<file path="src/rtl/video_pkg.sv">
// Shared video/Wishbone constants and the SDRAM writer state type.
package video_pkg;

    localparam int HDISP_DEFAULT = 800;
    localparam int VDISP_DEFAULT = 480;
    localparam int WB_DATA_BYTES = 4;

    localparam logic [2:0] CTI_CLASSIC = 3'b000;
    localparam logic [1:0] BTE_LINEAR  = 2'b00;

    typedef enum logic {
        IDLE  = 1'b0,
        WRITE = 1'b1
    } wr_state_t;

endpackage

</file>
<file path="src/rtl/sync_fifo.sv">
// Single-clock first-word-fall-through FIFO; rdata always shows the head word.
module sync_fifo #(
    parameter int WIDTH = 32,
    parameter int DEPTH = 16
) (
    input  logic                       sys_clk,
    input  logic                       sys_rst_n,
    input  logic                       push,
    input  logic                       pop,
    input  logic [WIDTH-1:0]           wdata,
    output logic [WIDTH-1:0]           rdata,
    output logic                       full,
    output logic                       empty,
    output logic [$clog2(DEPTH):0]     count
);

    localparam int AW = $clog2(DEPTH);

    logic [WIDTH-1:0] mem [DEPTH];
    logic [AW-1:0]    wr_ptr_reg;
    logic [AW-1:0]    rd_ptr_reg;
    logic [AW:0]      count_reg;
    logic             do_push;
    logic             do_pop;

    assign full    = (count_reg == (AW+1)'(DEPTH));
    assign empty   = (count_reg == '0);
    assign count   = count_reg;
    assign rdata   = mem[rd_ptr_reg];
    assign do_pop  = pop & ~empty;
    // A push into a full FIFO is only safe when the head leaves in the same cycle.
    assign do_push = push & (~full | do_pop);

    always_ff @(posedge sys_clk) begin
        if (do_push) begin
            mem[wr_ptr_reg] <= wdata;
        end
    end

    always_ff @(posedge sys_clk) begin
        if (!sys_rst_n) begin
            wr_ptr_reg <= '0;
            rd_ptr_reg <= '0;
            count_reg  <= '0;
        end else begin
            if (do_push) begin
                wr_ptr_reg <= wr_ptr_reg + AW'(1);
            end
            if (do_pop) begin
                rd_ptr_reg <= rd_ptr_reg + AW'(1);
            end
            case ({do_push, do_pop})
                2'b10:   count_reg <= count_reg + (AW+1)'(1);
                2'b01:   count_reg <= count_reg - (AW+1)'(1);
                default: count_reg <= count_reg;
            endcase
        end
    end

endmodule

</file>
<file path="src/rtl/wshb_stream_writer.sv">
// Accepts pixel words on a Wishbone stream slave and writes them linearly into
// an SDRAM frame buffer through a Wishbone master, buffering through a FIFO.
module wshb_stream_writer
    import video_pkg::*;
#(
    parameter int          HDISP      = HDISP_DEFAULT,
    parameter int          VDISP      = VDISP_DEFAULT,
    parameter logic [31:0] BASE_ADDR  = 32'h0000_0000,
    parameter int          FIFO_DEPTH = 16
) (
    input  logic        sys_clk,
    input  logic        sys_rst_n,
    input  logic        s_cyc,
    input  logic        s_stb,
    input  logic        s_we,
    input  logic [31:0] s_adr,
    input  logic [31:0] s_dat_ms,
    input  logic [3:0]  s_sel,
    output logic [31:0] s_dat_sm,
    output logic        s_ack,
    output logic        s_err,
    output logic        s_rty,
    output logic        m_cyc,
    output logic        m_stb,
    output logic        m_we,
    output logic [31:0] m_adr,
    output logic [31:0] m_dat_ms,
    output logic [3:0]  m_sel,
    output logic [2:0]  m_cti,
    output logic [1:0]  m_bte,
    input  logic        m_ack,
    input  logic        m_err,
    output logic        frame_done
);

    localparam int NPIX = HDISP * VDISP;
    localparam int PW   = $clog2(NPIX);
    localparam int CW   = $clog2(FIFO_DEPTH) + 1;

    wr_state_t    state_reg, state_next;
    logic [PW-1:0] pix_idx_reg, pix_idx_next;
    logic [7:0]   frame_cnt_reg, frame_cnt_next;
    logic         frame_done_reg, frame_done_next;
    logic         s_ack_reg, s_ack_next;

    logic         fifo_push;
    logic         fifo_pop;
    logic [31:0]  fifo_rdata;
    logic         fifo_full;
    logic         fifo_empty;
    logic [CW-1:0] fifo_count;
    logic         in_write;
    logic         last_pix;
    logic [31:0]  addr_off;
    logic         unused_inputs;

    // Address and byte-select of the stream bus carry no information here.
    assign unused_inputs = ^{s_adr, s_sel};

    // Registered ack with self-blocking term: at most one beat every two cycles.
    assign s_ack_next = s_cyc & s_stb & ~s_ack_reg & (~s_we | ~fifo_full);
    assign fifo_push  = s_ack_next & s_we;

    assign in_write = (state_reg == WRITE);
    assign fifo_pop = in_write & m_ack;
    assign last_pix = (pix_idx_reg == PW'(NPIX - 1));
    assign addr_off = 32'(pix_idx_reg) << 2;

    sync_fifo #(
        .WIDTH (32),
        .DEPTH (FIFO_DEPTH)
    ) u_fifo (
        .sys_clk   (sys_clk),
        .sys_rst_n (sys_rst_n),
        .push      (fifo_push),
        .pop       (fifo_pop),
        .wdata     (s_dat_ms),
        .rdata     (fifo_rdata),
        .full      (fifo_full),
        .empty     (fifo_empty),
        .count     (fifo_count)
    );

    always_comb begin
        state_next      = state_reg;
        pix_idx_next    = pix_idx_reg;
        frame_cnt_next  = frame_cnt_reg;
        frame_done_next = 1'b0;
        case (state_reg)
            IDLE: begin
                if (!fifo_empty) begin
                    state_next = WRITE;
                end
            end
            WRITE: begin
                if (m_ack) begin
                    if (last_pix) begin
                        pix_idx_next    = '0;
                        frame_cnt_next  = frame_cnt_reg + 8'd1;
                        frame_done_next = 1'b1;
                    end else begin
                        pix_idx_next = pix_idx_reg + PW'(1);
                    end
                    // Keep the cycle open only if a word remains after this pop.
                    if (fifo_count == CW'(1) && !fifo_push) begin
                        state_next = IDLE;
                    end
                end else if (m_err) begin
                    // One idle cycle, then the same head word and address are retried.
                    state_next = IDLE;
                end
            end
            default: state_next = IDLE;
        endcase
    end

    always_ff @(posedge sys_clk) begin
        if (!sys_rst_n) begin
            state_reg      <= IDLE;
            pix_idx_reg    <= '0;
            frame_cnt_reg  <= '0;
            frame_done_reg <= 1'b0;
            s_ack_reg      <= 1'b0;
        end else begin
            state_reg      <= state_next;
            pix_idx_reg    <= pix_idx_next;
            frame_cnt_reg  <= frame_cnt_next;
            frame_done_reg <= frame_done_next;
            s_ack_reg      <= s_ack_next;
        end
    end

    assign s_ack      = s_ack_reg;
    assign s_err      = 1'b0;
    assign s_rty      = 1'b0;
    assign s_dat_sm   = {frame_cnt_reg, 5'b00000, 19'(pix_idx_reg)};

    assign m_cyc      = in_write;
    assign m_stb      = in_write;
    assign m_we       = in_write;
    assign m_adr      = in_write ? (BASE_ADDR + addr_off) : 32'h0;
    assign m_dat_ms   = in_write ? fifo_rdata : 32'h0;
    assign m_sel      = 4'hF;
    assign m_cti      = CTI_CLASSIC;
    assign m_bte      = BTE_LINEAR;
    assign frame_done = frame_done_reg;

endmodule

</file>
<file path="config.mk">
export PLATFORM = sky130hd
export DESIGN_NAME = wshb_stream_writer
export DESIGN_NICKNAME = d
export VERILOG_FILES = /design/src/rtl/video_pkg.sv /design/src/rtl/sync_fifo.sv /design/src/rtl/wshb_stream_writer.sv
export SDC_FILE = /design/constraint.sdc
export NUM_CORES = 1
export LEC_CHECK = 0
export CAP_MARGIN = 20
export CORE_MARGIN = 2
export CORE_UTILIZATION = 40
export CTS_BUF_LIST = sky130_fd_sc_hd__clkbuf_8
export CTS_CLUSTER_DIAMETER = 50
export DETAILED_ROUTE_END_ITERATION = 10
export HOLD_SLACK_MARGIN = 0.1
export PLACE_DENSITY = 0.6
export SKIP_LAST_GASP = 1
export SYNTH_ARGS = -nofsm -noshare
export SYNTH_HDL_FRONTEND = slang
export SYNTH_SLANG_ARGS = --single-unit
</file>
<file path="constraint.sdc">
create_clock -name sys_clk -period 8.4 [get_ports sys_clk]
set_input_delay 2.1 -clock sys_clk [delete_from_list [all_inputs] [get_ports sys_clk]]
set_output_delay 2.1 -clock sys_clk [all_outputs]
set_load 0.005 [all_outputs]
</file>
==> results.cfg, run 1 <==
[logic_synthesis]
yosys_warnings = 0
synth-simple-area-share_pct = 4.76
ys_types = 53
synth_edf_count = 512
netlist_instances = 1162
avgSynthCellArea_sq_um = 19.1
synth_top_family_by_area = multiplexers
netlist_area_sq_um = 22200
seq_area_frac_synth_pct = 73.5
synth_compound_area_share_pct = 2.98
synthFlopType = edfxtp_1
synthAdderAreaFrac_pct = 0.676
synthXorXnorAreaFrac_pct = 0.789
yosys-mux-area-fraction_pct = 14.6
async_flop_share_pct = 0
synth_seq_cells = 559

[worst_setup_path]
crit_end = m_dat_ms[19]
arrival_ns = 3.88
cp_max_fo = 88
cp-end-kind = output port
r2r-start = u_fifo.count[0]
r2r-end = u_fifo.mem[10][5]
critical_path_class = flop to output port
cp_data_required_time_ns = 6.30
path_depth = 5
r2r_cells = 8
r2r_setup_slack_ns = 5.17
slowest_stage = dfxtp_4
critPathLaunchType = flop
path_buf_inv = 2
path_delay_family = buffers and inverters
path_cells = buf_12 > mux4_2 > a22o_1 > a221o_1 > clkdlybuf4s50_1
critPathMaxStageDelay_ns = 0.83

[power_and_ir_drop]
power.density_nw_per_um2 = 211
max-vdd-ir-drop_v = 0.0000923
design_power_total_uw = 5460
leakage_uw = 0.00797

[min_path]
hp-class = flop to flop

[routing]
drt_first_pass_iters = 5
vias = 11400
drtIter0Drc = 905
ant_nets = 0
viasPerCell = 5.31
wire_per_inst_um = 22.9
drc = 0
drt_wl_total_um = 49300

[clocking]
clk_pin_slew_ns = 0.06
cts_resized = 0
cts_max_level = 3
clk_latency_ns = 0.67
cts_buffer_depth = 3
cts_root_buf = clkbuf_8
hold_buffers = 0
cts_tree = yes
numClockSinks = 559
cts_buffers = 92
cts_setup_buffers = 0

[floorplanning]
io_pins = 187
start_util_pct = 40.4
dieArea_sq_um = 57400
row_count = 86
dieWidth_um = 240
core-area_sq_um = 55000
die_h_um = 240

[sta]
tightest_slew_ns = 1.04
finalCritPeriodShare_pct = 71.2
setup_viol = 0
hold_viol_final = 0
max_slew_margin_pct = 30.7
fmax_ghz = 0.167
setup_total_negative_slack_ns = 0
slew_viol_final = 0
period_needed_ns = 5.98
skew_ns = 0.0212
rsz0062_at_grt = no
whs_ns = 0.443

[grt]
track_usage_pct = 17.4
grt_max_degree = 89
first_global_vias = 11900
antenna_found_initial = 3
grt_pass1_wl_um = 73100
gr-total-overflow = 0

[place]
port_buffers = 121
dpl.hpwl_um = 25000
place_congestion = 0.734

[cells_and_area]
final_nets = 1426
seq_area_sq_um = 16300
multi_input_area_sq_um = 5460
largest_reg_flops = 512
drive_gt1_share_pct = 19.8
antenna_cells = 0
areaGrowthSynthToFinish_pct = 16.6
fillerInstances = 4642

[run_status]
status = completed

[job]
drv_cap = 0
-- final cells by class --
cell class,instances,share of cell area (%)
Sequential cell,559,63.1
Clock buffer,97,5.16
Multi-Input combinational cell,525,21.1
Inverter,15,0.217
Clock inverter,63,1.42
Timing Repair Buffer,146,5.45
Tap cell,748,3.61
-- cells by family after synthesis --
family          after synthesis
simple gates                188
xor+xnor                     20
other cells                   2
fa+ha+maj                    12
compound gates               95
flops                       559
buf+inv                     105
mux                         181
-- synth_stat cells (14+ instances only) --
cell type  count  area [sq um]
edfxtp_1     512         15400
mux4_2       114          2570
mux2i_1       67           671
dfxtp_1       47           941
buf_4         43           323
nor2_1        32           120
nand2_1       31           116
and2_1        30           188
a21oi_1       20           100
nand3_1       20           100
clkbuf_1      19          71.3
o22ai_1       18           113
and3_1        14          87.6
buf_2         14          70.1
inv_1         14          52.6
-- report_power, final --
part | switching [uW] | leakage, uW | internal [uW] | total (uW)
registers | 7.24 | 0.00499 | 3040 | 3050
clock network | 1050 | 0.000964 | 1180 | 2230
logic | 101 | 0.00202 | 76.8 | 178
total | 1160 | 0.00797 | 4300 | 5460
-- cell usage in the layout, fill, tap and decap left out, types with 7 or more instances in the layout --
cell type	synthesis	final
a22oi_1	8	8
and2_1	30	22
a21oi_1	20	20
clkinv_1	0	22
dfxtp_1	47	44
o22ai_1	18	18
mux2i_1	67	67
mux4_2	114	114
nor2_1	32	28
ha_1	12	12
conb_1	2	29
inv_1	14	43
nand2_1	31	31
buf_4	43	24
nand3_1	20	20
a221o_1	8	8
or3_1	7	7
edfxtp_1	512	512
a22o_1	8	8
clkdlybuf4s50_1	0	121
a32oi_1	7	7
and2_2	0	8
clkbuf_8	0	97
nand4_1	9	9
xnor2_1	12	12
o21ai_0	9	9
and3_1	14	14
xor2_1	8	8
-- metrics by stage --
| step | std cells | instance area, sq um | utilization, % | setup WS [ns] |
|---|---|---|---|---|
| 6_report | 2153 | 25900 | 47.1 | 2.42 |
| 2_1_floorplan | 1189 | 22300 | - | 2.20 |
| 3_5_place_dp | 1993 | 24200 | 44.0 | 3.04 |
| 5_1_grt | 2153 | 25900 | 47.1 | 2.16 |
| 4_1_cts | 2153 | 25900 | 47.1 | 2.27 |
| 3_3_place_gp | 1993 | 24200 | 44.0 | 3.02 |
-- worst register-to-register path: cells and delay by family (launching register included) --
kind / cells / cell delay (ns)
DFF: 1 / 0.44
and+or+nand+nor: 4 / 1.51
adders and majority gates: 1 / 0.22
buffers and inverters: 3 / 0.72
-- routing by layer --
layer  global-route usage (%)  routed length, um  vias to the layer above
met4                     5.34                794                        6
met3                     3.83               3070                       64
met5                        0                 37                        -
met2                     27.8              23500                      364
met1                     23.9              21800                     5976
li1                         -                  -                     5030
-- how the worst min path moves through the flow --
| stage | startpoint | endpoint | cells past startpoint |
|---|---|---|---|
| after floorplan | s_ack | s_ack | 1 |
| after global placement | s_ack | s_ack | 1 |
| after detailed placement | s_ack | s_ack | 1 |
| after CTS | s_ack | s_ack | 1 |
| after global routing | s_ack | s_ack | 1 |
| final | s_ack | s_ack | 1 |
(Power assumes the default switching activity.)
==> inputs of run 2 (changes only) <==
- clock period: 8.4 -> 5.85 ns (I/O delays scaled with it)
==> results.cfg, run 2 (same netlist as run 1, synthesis figures left out) <==
[clocking]
hold_buffers = 0
cts_tree = yes
numClockSinks = 559
cts_max_level = 3
cts_resized = 0
cts_setup_buffers = 0
clk_latency_ns = 0.69
clk_pin_slew_ns = 0.06
cts_buffer_depth = 3
cts_buffers = 93
cts_root_buf = clkbuf_8

[place]
place_ws_ns = 1.23
dpl.hpwl_um = 26600
place_congestion = 0.737
port_buffers = 121

[job]
drv_cap = 0

[cells_and_area]
areaGrowthSynthToFinish_pct = 17.0
final_common_cell = edfxtp_1
final_cell_mix = edfxtp_1 (512), clkdlybuf4s50_1 (121), mux4_2 (114)
antenna_cells = 0
final_nets = 1439
drive_gt1_share_pct = 20.6
largest_reg_flops = 512

[floorplanning]
dieArea_sq_um = 57400
die_h_um = 240
core-area_sq_um = 55000
row_count = 86
dieWidth_um = 240
start_util_pct = 40.4
io_pins = 187

[worst_setup_path]
path_delay_family = flip-flops
critPathLaunchType = flop
slowest_stage = dfxtp_4
path_cells = buf_4 > mux4_2 > and3_1 > a221o_1 > clkdlybuf4s50_1
cp_max_fo = 43
arrival_ns = 3.45
cp-end-kind = output port
path_buf_inv = 2
critical_path_class = flop to output port
critPathMaxStageDelay_ns = 0.94
cp_data_required_time_ns = 4.39

[grt]
antenna_found_initial = 1
first_global_vias = 11900
track_usage_pct = 17.1
gr-total-overflow = 0
grt_pass1_wl_um = 72300
grt_max_degree = 71

[routing]
drt_wl_total_um = 48300
met1_length_um = 21000
dr.max_layer_used = met5
drtIter0Drc = 877
vias = 11400
wire_per_inst_um = 22.3
ant_nets = 0
wl_met2_um = 23600
viasPerCell = 5.28
drt_first_pass_iters = 7
drc = 0
dr_wl_met3_um = 2800

[sta]
skew_ns = 0.0380
rsz0062_at_grt = no
fmax_ghz = 0.203
max_slew_margin_pct = 31.6
period_needed_ns = 4.91
setup_viol = 0
setup_total_negative_slack_ns = 0
hold_viol_final = 0
finalCritPeriodShare_pct = 84.0
tightest_slew_ns = 1.03
timing.final.ws_setup_ns = 0.936
slew_viol_final = 0

[min_path]
hp-class = flop to flop

[run_status]
status = completed

[power_and_ir_drop]
design_power_total_uw = 7760
max-vdd-ir-drop_v = 0.000147
power.density_nw_per_um2 = 298
leakage_uw = 0.00803
==> run 2: cell type report <==
cell class / count / area [sq um]
Timing Repair Buffer: 158 / 1550
Tap cell: 748 / 936
Clock buffer: 97 / 1340
Fill cell: 4661 / 29000
Multi-Input combinational cell: 525 / 5460
Inverter: 15 / 56.3
Clock inverter: 61 / 325
Sequential cell: 559 / 16300
==> run 2: final timing paths <==
kind | from | to | slack (ns) | cells past startpoint
hold reg to reg | s_ack | s_ack | 0.45 | 1
setup reg to reg | u_fifo.count[0] | u_fifo.mem[8][14] | 2.56 | 8
hold / removal | s_ack | s_ack | 0.45 | 1
setup / recovery | flop | m_dat_ms[13] | 0.94 | 5
==> run 2: per-layer routing <==
layer	vias up	track usage, %
li1	5054	-
met1	5938	22.8
met2	339	28.1
met3	79	3.85
met4	2	5.06
met5	-	0
==> run 2: power by group <==
part	internal, uW	total [uW]	switching [uW]
registers	4370	4380	10.5
clock network	1580	3120	1530
logic	115	257	142
==> run 2: metrics by stage <==
| step | hold slack (ns) | area [sq um] | utilization (%) | std cells |
|---|---|---|---|---|
| after floorplan | 0.437 | 22300 | - | 1189 |
| after global placement | 0.436 | 24300 | 44.2 | 2004 |
| after detailed placement | 0.447 | 24300 | 44.2 | 2005 |
| after CTS | 0.451 | 26000 | 47.3 | 2163 |
| after global routing | 0.466 | 26000 | 47.3 | 2163 |
| final | 0.451 | 26000 | 47.3 | 2163 |
==> inputs of run 3 (changes only) <==
- clock period: 5.85 -> 4.8 ns (I/O delays scaled with it)
==> results.cfg, run 3 (same netlist as run 1, synthesis figures left out) <==
[run_status]
status = completed

[sta]
setup_total_negative_slack_ns = 0
max_slew_margin_pct = 36.8
finalCritPeriodShare_pct = 93.2
tightest_slew_ns = 0.948
fmax_ghz = 0.223
hold_viol_final = 0
period_needed_ns = 4.47
rsz0062_at_grt = no
timing.final.ws_setup_ns = 0.325
setup_viol = 0
skew_ns = 0.0188
slew_viol_final = 0

[power_and_ir_drop]
net-switching-power_uw = 2020
leakage_uw = 0.00810
power.density_nw_per_um2 = 363
p_clk_share_pct = 40.3
design_power_total_uw = 9470
max-vdd-ir-drop_v = 0.000183
p_sw_share_pct = 21.4
pwr-share-comb_pct = 3.4
seq_power_share_pct = 56.3
p_int_uw = 7450

[min_path]
hp-class = flop to flop

[worst_setup_path]
cp_data_required_time_ns = 3.60
critPathLaunchType = flop
cp-end-kind = output port
arrival_ns = 3.27
critical_path_class = flop to output port
cp_max_fo = 27

[grt]
grt_max_degree = 65
first_global_vias = 12000
track_usage_pct = 17.0
gr-total-overflow = 0
antenna_found_initial = 1
grt_pass1_wl_um = 72400

[floorplanning]
dieArea_sq_um = 57400
die_h_um = 240
dieWidth_um = 240
core-area_sq_um = 55000
row_count = 86
io_pins = 187
start_util_pct = 40.4

[routing]
drtIter0Drc = 661
drc = 0
ant_nets = 0
wire_per_inst_um = 21.9
vias = 11400
viasPerCell = 5.24
drt_first_pass_iters = 5
drt_wl_total_um = 47800

[clocking]
cts_buffers = 93
numClockSinks = 559
hold_buffers = 0
cts_tree = yes
cts_buffer_depth = 3
cts_resized = 0
cts_setup_buffers = 0
cts_max_level = 3
clk_latency_ns = 0.65
cts_root_buf = clkbuf_8
clk_pin_slew_ns = 0.06

[job]
drv_cap = 0

[cells_and_area]
final_cell_mix = edfxtp_1 (512), clkdlybuf4s50_1 (121), mux4_2 (114)
drive_gt1_share_pct = 21.2
fin_area_sq_um = 26100
areaGrowthSynthToFinish_pct = 17.6
final_common_cell = edfxtp_1
final_nets = 1446
largest_reg_flops = 512
stdcell_count = 2180
fillerInstances = 4628

[place]
place_ws_ns = 0.765
placed_area_sq_um = 24400
dp_cells = 2012
port_buffers = 121
dpl.hpwl_um = 26700
place_congestion = 0.760
run 3: power groups by stage:
stage	sequential [uW]	clock, uW	combinational (uW)
after detailed placement	5440	0	322
final	5340	3820	319
after floorplan	5440	0	161
after CTS	5340	3930	323
after global routing	5340	4140	349
after global placement	5440	0	314
run 3: layer usage:
layer | track usage (%) | share of wire [%]
met1 | 23.1 | 44
met2 | 27.1 | 48
met3 | 3.88 | 5.8
met4 | 5.83 | 1.8
met5 | 0 | 0
run 3: path summary, 6_finish.rpt:
| path | end | depth (start not counted) | startpoint | slack (ns) |
|---|---|---|---|---|
| worst max register to register | u_fifo.mem[4][29] | 8 | u_fifo.count[0] | 1.79 |
| worst max-delay path | m_dat_ms[11] | 6 | flop | 0.33 |
| worst min register to register | s_ack | 1 | s_ack | 0.45 |
| worst min-delay path | s_ack | 1 | s_ack | 0.45 |
run 3: stage by stage:
| step | hold WS [ns] | util [%] |
|---|---|---|
| after floorplan | 0.437 | - |
| after global routing | 0.465 | 47.5 |
| after global placement | 0.436 | 44.4 |
| final | 0.447 | 47.5 |
| after detailed placement | 0.441 | 44.4 |
| after CTS | 0.451 | 47.5 |
run 3: critical path: stages, from the launching register on:
cell,delay [ns]
dfxtp_4,0.73
buf_12,0.30
buf_4,0.26
mux4_2,0.51
a32oi_1,0.17
o211ai_1,0.13
clkdlybuf4s50_1,0.48
run 3: layout make-up:
class	count	area (sq um)	area share (%)
multi-input cells	525	5460	20.9
clock inverters	73	394	1.51
flip-flops and latches	559	16300	62.5
well taps	748	936	3.58
inverters	15	56.3	0.216
diodes	1	2.50	0.00958
clock buffers	94	1290	4.95
repair buffers	165	1650	6.33
